**src/rtl/pipelined_cla_adder_pkg.sv**
```systemverilog
// Shared constants and operation-mode encoding for the pipelined CLA adder/subtractor.
package pipelined_cla_adder_pkg;

  localparam int ALU_WIDTH       = 32;
  localparam int DEFAULT_GROUP_W = 4;

  typedef enum logic {
    MODE_ADD = 1'b0,
    MODE_SUB = 1'b1
  } alu_mode_e;

  // Lookahead group sizes the carry network is built and timed for.
  function automatic bit legal_group_w(input int gw);
    return (gw == 2) || (gw == 4) || (gw == 8);
  endfunction

endpackage

```
**src/rtl/pipelined_cla_adder_if.sv**
```systemverilog
// Operand/result valid-ready bus of the pipelined CLA adder; master = producer+consumer side.
interface pipelined_cla_adder_if
  import pipelined_cla_adder_pkg::*;
#(
  parameter int WIDTH = ALU_WIDTH
);

  logic             in_valid;
  logic             in_ready;
  logic [WIDTH-1:0] a;
  logic [WIDTH-1:0] b;
  logic             cin;
  logic             sub;
  logic             out_valid;
  logic             out_ready;
  logic [WIDTH-1:0] sum;
  logic             cout;
  logic             ovf;
  logic             zero;

  modport master (
    output in_valid, a, b, cin, sub, out_ready,
    input  in_ready, out_valid, sum, cout, ovf, zero
  );

  modport slave (
    input  in_valid, a, b, cin, sub, out_ready,
    output in_ready, out_valid, sum, cout, ovf, zero
  );

endinterface

```
**src/rtl/pipelined_cla_adder_cla_group.sv**
```systemverilog
// W-bit carry-lookahead unit: carries into each bit from c_in, plus group propagate/generate.
module cla_group
  import pipelined_cla_adder_pkg::*;
#(
  parameter int W = DEFAULT_GROUP_W
) (
  input  logic [W-1:0] p,
  input  logic [W-1:0] g,
  input  logic         c_in,
  output logic [W-1:0] c,
  output logic         gp,
  output logic         gg
);

  // prop[i] = &p[i-1:0]; gen[i] = carry into bit i when c_in = 0
  logic [W:0] prop;
  logic [W:0] gen;

  always_comb begin : lookahead
    logic term;
    term    = 1'b0;
    prop    = '0;
    gen     = '0;
    prop[0] = 1'b1;
    for (int i = 1; i <= W; i++) begin
      prop[i] = prop[i-1] & p[i-1];
      for (int j = 0; j < i; j++) begin
        term = g[j];
        for (int k = j + 1; k < i; k++) begin
          term = term & p[k];
        end
        gen[i] = gen[i] | term;
      end
    end
  end

  assign c  = gen[W-1:0] | (prop[W-1:0] & {W{c_in}});
  assign gp = prop[W];
  assign gg = gen[W];

endmodule

```
**src/rtl/pipelined_cla_adder.sv**
```systemverilog
// Two-stage pipelined carry-lookahead adder/subtractor with flags and valid/ready flow control.
module pipelined_cla_adder
  import pipelined_cla_adder_pkg::*;
#(
  parameter int WIDTH   = ALU_WIDTH,
  parameter int GROUP_W = DEFAULT_GROUP_W
) (
  input  logic                 clk,
  input  logic                 rst,
  pipelined_cla_adder_if.slave bus
);

  localparam int NG = WIDTH / GROUP_W;

  if (((WIDTH % GROUP_W) != 0) || !legal_group_w(GROUP_W)) begin : g_bad_params
    $error("pipelined_cla_adder: WIDTH=%0d GROUP_W=%0d is not a supported combination",
           WIDTH, GROUP_W);
  end

  function automatic logic signed_ovf(input logic a_msb, input logic b_msb, input logic s_msb);
    return (a_msb == b_msb) && (s_msb != a_msb);
  endfunction

  function automatic logic [1:0] group_pg(input logic [GROUP_W-1:0] p,
                                          input logic [GROUP_W-1:0] g);
    logic gen;
    gen = 1'b0;
    for (int i = 0; i < GROUP_W; i++) begin
      gen = g[i] | (p[i] & gen);
    end
    return {&p, gen};
  endfunction

  logic vld_p1;
  logic vld_p2;
  logic en_p1;
  logic en_p2;

  // A stage may load when it is empty or when the stage downstream is moving.
  assign en_p2         = !vld_p2 || bus.out_ready;
  assign en_p1         = !vld_p1 || en_p2;
  assign bus.in_ready  = en_p1;
  assign bus.out_valid = vld_p2;

  always_ff @(posedge clk or posedge rst) begin
    if (rst) begin
      vld_p1 <= 1'b0;
      vld_p2 <= 1'b0;
    end else begin
      if (en_p1) vld_p1 <= bus.in_valid;
      if (en_p2) vld_p2 <= vld_p1;
    end
  end

  // ---- Stage 1: operand conditioning, bit and group propagate/generate ----
  alu_mode_e        mode;
  logic [WIDTH-1:0] b_eff;
  logic [WIDTH-1:0] p_c;
  logic [WIDTH-1:0] g_c;
  logic             c0_c;
  logic [NG-1:0]    gp_c;
  logic [NG-1:0]    gg_c;

  assign mode  = alu_mode_e'(bus.sub);
  assign b_eff = (mode == MODE_SUB) ? ~bus.b : bus.b;
  assign c0_c  = (mode == MODE_SUB) ? 1'b1 : bus.cin;
  assign p_c   = bus.a ^ b_eff;
  assign g_c   = bus.a & b_eff;

  always_comb begin
    gp_c = '0;
    gg_c = '0;
    for (int k = 0; k < NG; k++) begin
      {gp_c[k], gg_c[k]} = group_pg(p_c[k*GROUP_W +: GROUP_W], g_c[k*GROUP_W +: GROUP_W]);
    end
  end

  logic [WIDTH-1:0] p_p1;
  logic [WIDTH-1:0] g_p1;
  logic [NG-1:0]    gp_p1;
  logic [NG-1:0]    gg_p1;
  logic             c0_p1;
  logic             amsb_p1;
  logic             bmsb_p1;

  always_ff @(posedge clk) begin
    if (en_p1 && bus.in_valid) begin
      p_p1    <= p_c;
      g_p1    <= g_c;
      gp_p1   <= gp_c;
      gg_p1   <= gg_c;
      c0_p1   <= c0_c;
      amsb_p1 <= bus.a[WIDTH-1];
      bmsb_p1 <= b_eff[WIDTH-1];
    end
  end

  // ---- Stage 2: group carries, in-group carries, sum and flags ----
  logic [NG-1:0]    gc_c;
  logic             gp_all;
  logic             gg_all;
  logic [WIDTH-1:0] c_c;
  logic             cout_c;
  logic [WIDTH-1:0] sum_c;
  logic [NG-1:0]    unused_gp;
  logic [NG-1:0]    unused_gg;

  cla_group #(.W(NG)) u_group_carry (
    .p    (gp_p1),
    .g    (gg_p1),
    .c_in (c0_p1),
    .c    (gc_c),
    .gp   (gp_all),
    .gg   (gg_all)
  );

  for (genvar k = 0; k < NG; k++) begin : g_bit_carry
    cla_group #(.W(GROUP_W)) u_cla (
      .p    (p_p1[k*GROUP_W +: GROUP_W]),
      .g    (g_p1[k*GROUP_W +: GROUP_W]),
      .c_in (gc_c[k]),
      .c    (c_c[k*GROUP_W +: GROUP_W]),
      .gp   (unused_gp[k]),
      .gg   (unused_gg[k])
    );
  end

  // Carry out of the MSB comes straight from the top-level lookahead, so no bit is dropped.
  assign cout_c = gg_all | (gp_all & c0_p1);
  assign sum_c  = p_p1 ^ c_c;

  logic [WIDTH-1:0] sum_p2;
  logic             cout_p2;
  logic             ovf_p2;
  logic             zero_p2;

  always_ff @(posedge clk or posedge rst) begin
    if (rst) begin
      sum_p2  <= '0;
      cout_p2 <= 1'b0;
      ovf_p2  <= 1'b0;
      zero_p2 <= 1'b0;
    end else if (en_p2 && vld_p1) begin
      sum_p2  <= sum_c;
      cout_p2 <= cout_c;
      ovf_p2  <= signed_ovf(amsb_p1, bmsb_p1, sum_c[WIDTH-1]);
      zero_p2 <= ~|sum_c;
    end
  end

  assign bus.sum  = sum_p2;
  assign bus.cout = cout_p2;
  assign bus.ovf  = ovf_p2;
  assign bus.zero = zero_p2;

endmodule

```
**src/flat_wrapper.sv**
```systemverilog
// flat-port wrapper written by rule: the top's interface ports become plain ports
module pipelined_cla_adder_flat import pipelined_cla_adder_pkg::*;
#(
  parameter int WIDTH   = ALU_WIDTH,
  parameter int GROUP_W = DEFAULT_GROUP_W
)
  (clk, rst, bus_in_valid, bus_a, bus_b, bus_cin, bus_sub, bus_out_ready, bus_in_ready, bus_out_valid, bus_sum, bus_cout, bus_ovf, bus_zero);
  pipelined_cla_adder_if #(.WIDTH(WIDTH)) bus_i ();
  input  logic clk;
  input  logic rst;
  input wire logic [$bits(bus_i.in_valid)-1:0] bus_in_valid;
  input wire logic [$bits(bus_i.a)-1:0] bus_a;
  input wire logic [$bits(bus_i.b)-1:0] bus_b;
  input wire logic [$bits(bus_i.cin)-1:0] bus_cin;
  input wire logic [$bits(bus_i.sub)-1:0] bus_sub;
  input wire logic [$bits(bus_i.out_ready)-1:0] bus_out_ready;
  output wire logic [$bits(bus_i.in_ready)-1:0] bus_in_ready;
  output wire logic [$bits(bus_i.out_valid)-1:0] bus_out_valid;
  output wire logic [$bits(bus_i.sum)-1:0] bus_sum;
  output wire logic [$bits(bus_i.cout)-1:0] bus_cout;
  output wire logic [$bits(bus_i.ovf)-1:0] bus_ovf;
  output wire logic [$bits(bus_i.zero)-1:0] bus_zero;
  assign bus_i.in_valid = bus_in_valid;
  assign bus_i.a = bus_a;
  assign bus_i.b = bus_b;
  assign bus_i.cin = bus_cin;
  assign bus_i.sub = bus_sub;
  assign bus_i.out_ready = bus_out_ready;
  assign bus_in_ready = bus_i.in_ready;
  assign bus_out_valid = bus_i.out_valid;
  assign bus_sum = bus_i.sum;
  assign bus_cout = bus_i.cout;
  assign bus_ovf = bus_i.ovf;
  assign bus_zero = bus_i.zero;
  pipelined_cla_adder #(.WIDTH(WIDTH), .GROUP_W(GROUP_W)) u_core (.clk(clk), .rst(rst), .bus(bus_i));
endmodule
```
**config.mk**
```make
export PLATFORM = sky130hd
export DESIGN_NAME = pipelined_cla_adder_flat
export DESIGN_NICKNAME = d
export VERILOG_FILES = /design/src/rtl/pipelined_cla_adder_pkg.sv /design/src/rtl/pipelined_cla_adder_if.sv /design/src/rtl/pipelined_cla_adder_cla_group.sv /design/src/rtl/pipelined_cla_adder.sv /design/src/flat_wrapper.sv
export SDC_FILE = /design/constraint.sdc
export NUM_CORES = 1
export LEC_CHECK = 0
export ABC_AREA = 1
export BUFFER_PORTS_ARGS = -buffer_cell sky130_fd_sc_hd__buf_2
export CORE_MARGIN = 2
export CORE_UTILIZATION = 37
export CTS_CLUSTER_DIAMETER = 30
export DETAILED_ROUTE_END_ITERATION = 12
export GPL_TIMING_DRIVEN = 0
export PLACE_DENSITY = 0.59
export SKIP_CTS_REPAIR_TIMING = 1
export SLEW_MARGIN = 10
export SYNTH_ARGS = -nofsm -noshare
export SYNTH_HDL_FRONTEND = slang
export SYNTH_SLANG_ARGS = --single-unit
export TNS_END_PERCENT = 50
```
**constraint.sdc**
```tcl
create_clock -name clk -period 3.6 [get_ports clk]
set_input_delay 0.54 -clock clk [delete_from_list [all_inputs] [get_ports clk]]
set_output_delay 0.54 -clock clk [all_outputs]
set_load 0.1 [all_outputs]
```
==> metrics.txt, run 1 <==
Clock Path Buffers 2; status complete, no violations; Crit path top cell by count nor2_1; Final Cell Area 6710 um2; Critical Path Sink Type flip-flop; worst slew pin tran 0.806 ns; vias in the first global route 4044; Post-Synthesis Cells 549; worst min-delay path class in2async; clock transition at the registers of the reported paths 0.07 ns; DRC 0; Tmin final 2.70 ns; setup TNS 0 ns; dpl hpwl 9.60 mm; Final Slew Violations 0; chip width 127 um; Area Overhead vs Synth 19.6%; Num CTS Buffers 9; number of nets with antenna violations after detailed routing 0; fillers 1428; Cell Area, Synth 5610 um2; synthesized net count 659; Die Ht 127 um; Final Setup Violations 0; CP delay by family, top simple AND/OR/NAND/NOR gates; startpoint class of the critical path flip-flop; CTS tree yes; #FFs+latches synth 112; Root Driver clkbuf_16; Crit path buffers/inverters 1; PD cells 702 nW/um2; share of cells above drive strength 1 0.209; largest net degree at the start of global routing 40; io pins 107; maximum clock frequency 0.371 GHz; drt pass-1 iters 4; WP data arrival 2.99 ns; DP Area 6390 um2; GRT overflow 0; Yosys Warn Count 0; RSZ-0062 raised after global routing false; Crit path largest cell delay 0.40 ns; Final Skew 0.00695 ns; count of input and output buffers 105; Rel. slew slack 0.462; sequential-to-total area share from yosys stat 0.567; Starting Density 0.383; Finished Layout Cells 855; Leakage 3.17 nW; Die Footprint 16200 um2; Core Rows 44; antenna violations before repair 0; fin nets 776; Slowest-stage cell, CP edfxtp_1; worst skew pair latency 0.35 ns; Crit Path Category reg2reg; Via Count 4069; post-synth cell types 29; Post-Route WL 12.4 mm; global placement routability congestion 0.825; ant diodes 0; peak supply drop 0.301 mV; Max Cap Violations 0; Worst EP required 3.89 ns; CTS Sinks 112; starting DRC count in detailed routing 259; gr usage total 0.163; # H-tree levels 3; Worst Path Max Fanout 4; Final Hold Viols 0; drt wl/cell 14.5 um; Cell Chain, Critical Path a21oi_1 > nand3_1 > nand2_1 > nand2_2 > nand2_2 > nand2_4 > ha_1 > inv_1 > nand2_1 > nor2_1 > nand2_1 > nor2_1 > nand3_1 > nor2_1 > nand4_1 > nor2_1 > nand3_1 > nor2_1 > nand3_1 > nand2_1; syn_area_per_cell 10.2 um2; first-pass GRT wire length 20.2 mm; Core Region 14600 um2; # placed instances 839; drt via density 4.76; crit share post-route 0.749
==> worst paths after layout <==
kind	from	to	slack [ns]	cells after the start
max in group asynchronous	rst	u_core.bus.sum[11]	2.74	2
min reg2reg	u_core.bus.ovf	u_core.bus.ovf	0.49	2
max	u_core.gp_p1[4]	u_core.bus.zero	0.90	20
min in group clk	bus_a[31]	u_core.amsb_p1	0.39	1
max reg2reg	u_core.gp_p1[4]	u_core.bus.zero	0.90	20
min	rst	u_core.bus.sum[19]	0.34	2
==> state kept, by name, indices dropped and copies added, names as in the netlist <==
name / flops
u_core.amsb_p1: 1
u_core.bmsb_p1: 1
u_core.bus.cout: 1
u_core.bus.out_valid: 1
u_core.bus.ovf: 1
u_core.bus.sum: 32
u_core.bus.zero: 1
u_core.c0_p1: 1
u_core.g_p1: 24
u_core.gg_p1: 8
u_core.gp_p1: 8
u_core.p_p1: 32
u_core.vld_p1: 1
==> synth_stat cells <==
cell type / n / share of area
a21oi_1: 26 / 0.023
nand2_1: 134 / 0.090
buf_2: 4 / 0.0036
nor2_2: 1 / 0.0011
nor3_1: 7 / 0.0062
inv_1: 52 / 0.035
a21o_1: 1 / 0.0013
nor2_1: 45 / 0.030
edfxtp_1: 75 / 0.40
o21a_1: 1 / 0.0013
nand3_2: 1 / 0.0018
dfrtp_1: 37 / 0.17
nand2_4: 1 / 0.0020
buf_1: 1 / 0.00067
o21ai_0: 14 / 0.012
o21bai_1: 6 / 0.0080
nand4_1: 2 / 0.0022
a211oi_1: 2 / 0.0027
xor2_1: 33 / 0.052
nand3b_1: 7 / 0.0094
o21ai_1: 1 / 0.00089
ha_1: 40 / 0.089
a31oi_1: 13 / 0.015
nand2_2: 7 / 0.0078
xnor2_1: 3 / 0.0047
nand3_1: 21 / 0.019
or2_2: 2 / 0.0022
clkbuf_1: 5 / 0.0033
o31ai_1: 7 / 0.0094
==> logic make-up after synthesis <==
| group | after synthesis | share of synthesized area |
|---|---|---|
| buffers and inverters | 62 | 0.0424 |
| adder cells (fa/ha/maj) | 40 | 0.0893 |
| flip-flops | 112 | 0.567 |
| AO/OA/AOI/OAI | 71 | 0.0739 |
| AND/OR/NAND/NOR | 228 | 0.171 |
| XOR/XNOR | 36 | 0.0562 |
==> through the flow <==
step	power, mW	util	hold WS [ns]	setup WS [ns]
after detailed placement	3.72	0.436	0.471	0.935
after CTS	4.75	0.458	0.363	0.897
after global routing	4.94	0.458	0.374	0.612
after floorplan	3.29	-	0.485	0.0813
after global placement	3.69	0.435	0.468	0.741
final	4.71	0.458	0.336	0.904
==> worst register-to-register path, cell delays in order (launching register included) <==
cell	delay, ns
edfxtp_1	0.40
a21oi_1	0.25
nand3_1	0.11
nand2_1	0.08
nand2_2	0.08
nand2_2	0.08
nand2_4	0.07
ha_1	0.32
inv_1	0.11
nand2_1	0.06
nor2_1	0.08
nand2_1	0.05
nor2_1	0.09
nand3_1	0.09
nor2_1	0.09
nand4_1	0.15
nor2_1	0.14
nand3_1	0.09
nor2_1	0.15
nand3_1	0.09
nand2_1	0.06
==> where the power goes <==
group	total (mW)	leakage [nW]	switching, mW	internal [mW]
registers	1.80	1.17	0.149	1.65
logic	1.88	1.84	1.53	0.357
clock network	1.03	0.157	0.441	0.587
==> cell type report <==
type                            count  area, um2  area share
Sequential cell                   112       3180       0.474
Multi-Input combinational cell    375       2200       0.327
Timing Repair Buffer              106        546      0.0814
Clock buffer                       15        309      0.0461
Tap cell                          184        230      0.0343
Inverter                           52        199      0.0297
Buffer                             10       42.5     0.00634
Clock inverter                      1       5.00    0.000746
==> cell usage in the layout (no fill, tap or decap), drive strengths merged <==
master	instances
a21o	1
xor2	33
a211oi	2
ha	40
nand3b	7
clkbuf	20
buf	111
clkinvlp	1
o21ai	15
nand4	2
or2	2
edfxtp	75
o21a	1
nor2	46
nand2	142
nor3	7
a31oi	13
a21oi	26
clkinv	1
nand3	22
o31ai	7
o21bai	6
xnor2	3
inv	51
dfrtp	37
==> per-layer routing <==
metal,routed length [um],track usage
met1,5600,0.207
met2,6260,0.278
met3,393,0.0302
met4,176,0.0588
met5,0,0
No activity file was read; power rests on OpenSTA's default activity.
==> run 2, diff against run 1 <==
==> constraint.sdc (replaced) <==
create_clock -name clk -period 2.6 [get_ports clk]
set_input_delay 0.39 -clock clk [delete_from_list [all_inputs] [get_ports clk]]
set_output_delay 0.39 -clock clk [all_outputs]
set_load 0.1 [all_outputs]
==> metrics.txt, run 2 (same netlist as run 1, synthesis figures left out) <==
Die Footprint 16200 um2; starting DRC count in detailed routing 185; drt wl/cell 14.5 um; Critical Path Sink Type flip-flop; Final Cell Area 6890 um2; Worst Path Max Fanout 3; drt pass-1 iters 4; hold depth 1; Slowest-stage cell, CP edfxtp_1; worst skew pair latency 0.35 ns; Leakage 3.22 nW; # placed instances 840; crit share post-route 0.971; Design Power 6.71 mW; maximum clock frequency 0.396 GHz; gr usage total 0.160; WHS 0.238 ns; r2r setup slk 0.08 ns; Via Count 4133; DP Area 6430 um2; # H-tree levels 3; Post-Route WL 12.5 mm; Core Rows 44; CTS Sinks 112; clock transition at the registers of the reported paths 0.07 ns; Final Setup Violations 0; DRC 0; hold path endpoint u_core.amsb_p1; chip width 127 um; Util after Layout 0.471; startpoint class of the critical path flip-flop; Finished Layout Cells 861; Tmin final 2.52 ns; Crit. Startpoint u_core.gp_p1[4]; largest net degree at the start of global routing 40; Die Ht 127 um; number of nets with antenna violations after detailed routing 0; drt via density 4.80; global placement routability congestion 0.803; Cell Chain, Critical Path a21oi_2 > nand3_2 > nand2_2 > nand2_4 > nand2_4 > nand2_4 > ha_4 > inv_2 > nand2_1 > nor2_1 > nand2_1 > nor2_2 > nand3_2 > nor2_1 > nand4_1 > nor2_1 > nand3_1 > nor2_1 > nand3_1 > nand2_1; Place WS -0.0920 ns; first-pass GRT wire length 19.9 mm; io pins 107; Setup WS post-layout 0.0752 ns; peak supply drop 0.534 mV; Crit Path Category reg2reg; Num CTS Buffers 9; Starting Density 0.383; most frequent cells in the layout 126 x nand2_1, 109 x buf_2, 75 x edfxtp_1, 48 x inv_1, 43 x nor2_1; Final Skew 0.00967 ns; worst slew pin tran 0.793 ns; GRT overflow 0; hold path start bus_a[31]; reg-to-reg endpoint u_core.bus.zero; most common cell after layout, fill and taps aside nand2_1; CP delay by family, top simple AND/OR/NAND/NOR gates; vias in the first global route 4040; antenna violations before repair 0; CTS tree yes; count of input and output buffers 105; Max Cap Violations 0; WP data arrival 2.82 ns; Final Hold Viols 0; Worst R2R Start u_core.gp_p1[4]; Crit path top cell by count nor2_1; Crit path buffers/inverters 1; status complete, no violations; Root Driver clkbuf_16; worst r2r path cells 20; RSZ-0062 raised after global routing true; fillers 1404; fin nets 782; share of cells above drive strength 1 0.242; Final Slew Violations 0; Core Region 14600 um2; Crit path largest cell delay 0.43 ns; Area Overhead vs Synth 23.0%; setup TNS 0 ns; Rel. slew slack 0.470; Worst EP required 2.90 ns; dpl hpwl 9.88 mm; worst min-delay path class in2reg; PD cells 974 nW/um2; Clock Path Buffers 2; ant diodes 0
-- run 2: layout make-up --
cell class	count	area, um2	area share
sequential	112	3180	0.462
multi-input combinational	375	2280	0.331
timing repair buffer	112	606	0.0878
clock buffer	12	278	0.0403
tap	184	230	0.0334
inverter	52	199	0.0289
clock inverter	4	72.6	0.0105
buffer	10	42.5	0.00617
-- run 2: how the worst max path moves through the flow --
stage,end,cells after the start
2_1_floorplan,u_core.amsb_p1,3
3_3_place_gp,u_core.bus.zero,20
3_5_place_dp,u_core.bus.zero,20
4_1_cts,u_core.bus.zero,20
5_1_grt,u_core.bus.zero,22
6_report,u_core.bus.zero,20
-- run 2: where the power goes --
part	switching [mW]	internal, mW
Combinational	2.12	0.520
Sequential	0.215	2.28
Clock	0.622	0.954
-- run 2: per-layer routing --
| metal | up-vias | track usage | part of all wire |
|---|---|---|---|
| li1 | 2105 | - | - |
| met1 | 1911 | 0.206 | 0.44 |
| met2 | 98 | 0.268 | 0.48 |
| met3 | 19 | 0.0272 | 0.054 |
| met4 | 0 | 0.0692 | 0.026 |
| met5 | - | 0 | 0 |
==> run 3, diff against run 2 <==
--- a/config.mk
+++ b/config.mk
@@ -8,11 +8,11 @@
 export ABC_AREA = 1
 export BUFFER_PORTS_ARGS = -buffer_cell sky130_fd_sc_hd__buf_2
 export CORE_MARGIN = 2
-export CORE_UTILIZATION = 37
+export CORE_UTILIZATION = 45
 export CTS_CLUSTER_DIAMETER = 30
 export DETAILED_ROUTE_END_ITERATION = 12
 export GPL_TIMING_DRIVEN = 0
-export PLACE_DENSITY = 0.59
+export PLACE_DENSITY = 0.69
 export SKIP_CTS_REPAIR_TIMING = 1
 export SLEW_MARGIN = 10
 export SYNTH_ARGS = -nofsm -noshare
==> metrics.txt, run 3 (same netlist as run 1, synthesis figures left out) <==
largest net degree at the start of global routing 42; most common cell after layout, fill and taps aside nand2_1; Crit path top cell by count nor2_1; Worst EP required 2.89 ns; number of nets with antenna violations after detailed routing 0; chip width 116 um; Crit Path Category reg2reg; worst slew pin tran 0.789 ns; drt via density 4.81; Leakage 3.18 nW; maximum clock frequency 0.381 GHz; Place WS -0.147 ns; status complete, but fails checks; fin nets 780; worst min-delay path class in2async; ant diodes 0; # placed instances 823; Rel. slew slack 0.473; starting DRC count in detailed routing 162; Core Rows 40; io pins 107; Final Skew 0.0104 ns; Util after Layout 0.558; PD cells 946 nW/um2; Num CTS Buffers 9; antenna violations before repair 0; CTS Sinks 112; crit share post-route 1.01; Cell Chain, Critical Path nand2_1 > inv_2 > nand2_2 > nand3_2 > nand2_2 > nand2_4 > nand2_4 > nand2_4 > ha_4 > inv_4 > nand2_2 > nor2_1 > nand2_1 > nor2_1 > nand3_1 > nor2_1 > nand4_1 > nor2_1 > nand3_1 > nor2_2 > nand3_1 > nand2_1; Root Driver clkbuf_16; Final Setup Violations 1; share of cells above drive strength 1 0.237; Max Cap Violations 0; Worst Path Max Fanout 4; Tmin final 2.62 ns; drt pass-1 iters 4; worst skew pair latency 0.35 ns; Final Slew Violations 0; drt wl/cell 14.1 um; dpl hpwl 9.22 mm; startpoint class of the critical path flip-flop; clock transition at the registers of the reported paths 0.07 ns; RSZ-0062 raised after global routing true; Critical Path Sink Type flip-flop; Setup WS post-layout -0.0244 ns; Final Hold Viols 0; DRC 0; most frequent cells in the layout 126 x nand2_1, 109 x buf_2, 75 x edfxtp_1, 48 x inv_1, 43 x nor2_1; Finished Layout Cells 843; WHS 0.185 ns; Area Overhead vs Synth 20.6%; global placement routability congestion 0.831; Via Count 4056; Crit path largest cell delay 0.42 ns; Post-Route WL 11.9 mm; count of input and output buffers 105; gr usage total 0.184; Die Footprint 13400 um2; WP data arrival 2.91 ns; violated checks setup timing; CTS tree yes; Core Region 12100 um2; Die Ht 116 um; Starting Density 0.463; Clock Path Buffers 2; GRT overflow 0; # H-tree levels 3; Slowest-stage cell, CP edfxtp_1; peak supply drop 0.354 mV; vias in the first global route 3953; first-pass GRT wire length 18.6 mm
[run 3: critical path, delay by kind of cell (launching register included)]
kind / cells / cell delay [ns]
fa+ha+maj: 1 / 0.23
buf+inv: 2 / 0.12
flops: 1 / 0.42
simple gates: 19 / 1.78
[run 3: path summary, 6_finish.rpt]
kind                                  from              endpoint  slack (ns)  cells after the start
max                        u_core.gp_p1[4]       u_core.bus.zero       -0.02                     22
min                                    rst    u_core.bus.sum[20]        0.19                      2
max reg2reg                u_core.gp_p1[4]       u_core.bus.zero       -0.02                     22
min reg2reg                 u_core.bus.ovf        u_core.bus.ovf        0.48                      2
max in group asynchronous              rst  u_core.bus.out_valid        1.83                      2
min in group clk                 bus_a[31]        u_core.amsb_p1        0.24                      1
[run 3: per-stage QoR]
step	power [mW]	instance area, um2	TNS (ns)
after floorplan	4.56	5630	-2.83
after detailed placement	5.13	6390	-0.147
after global routing	6.70	6760	-0.234
final	6.40	6760	-0.0244
after global placement	5.08	6370	-5.72
after CTS	6.40	6660	-0.174
[run 3: final cells by class]
cell class	instances	area, um2
fill	1100	5350
sequential	112	3180
multi-input combinational	375	2270
timing repair buffer	110	576
clock buffer	10	239
tap	168	210
inverter	52	201
buffer	10	42.5
clock inverter	6	35.0
[run 3: report_power, final]
group | switching (mW) | internal (mW) | leakage [nW]
registers | 0.199 | 2.28 | 1.17
clock network | 0.606 | 0.670 | 0.136
logic | 2.12 | 0.518 | 1.87
total | 2.93 | 3.47 | 3.18
[run 3: per-layer routing]
layer  track usage  share of wire  up-vias
li1              -              -     2095
met1         0.231           0.43     1865
met2         0.320           0.51       85
met3        0.0324          0.048       11
met4        0.0722          0.016        0
met5             0              0        -
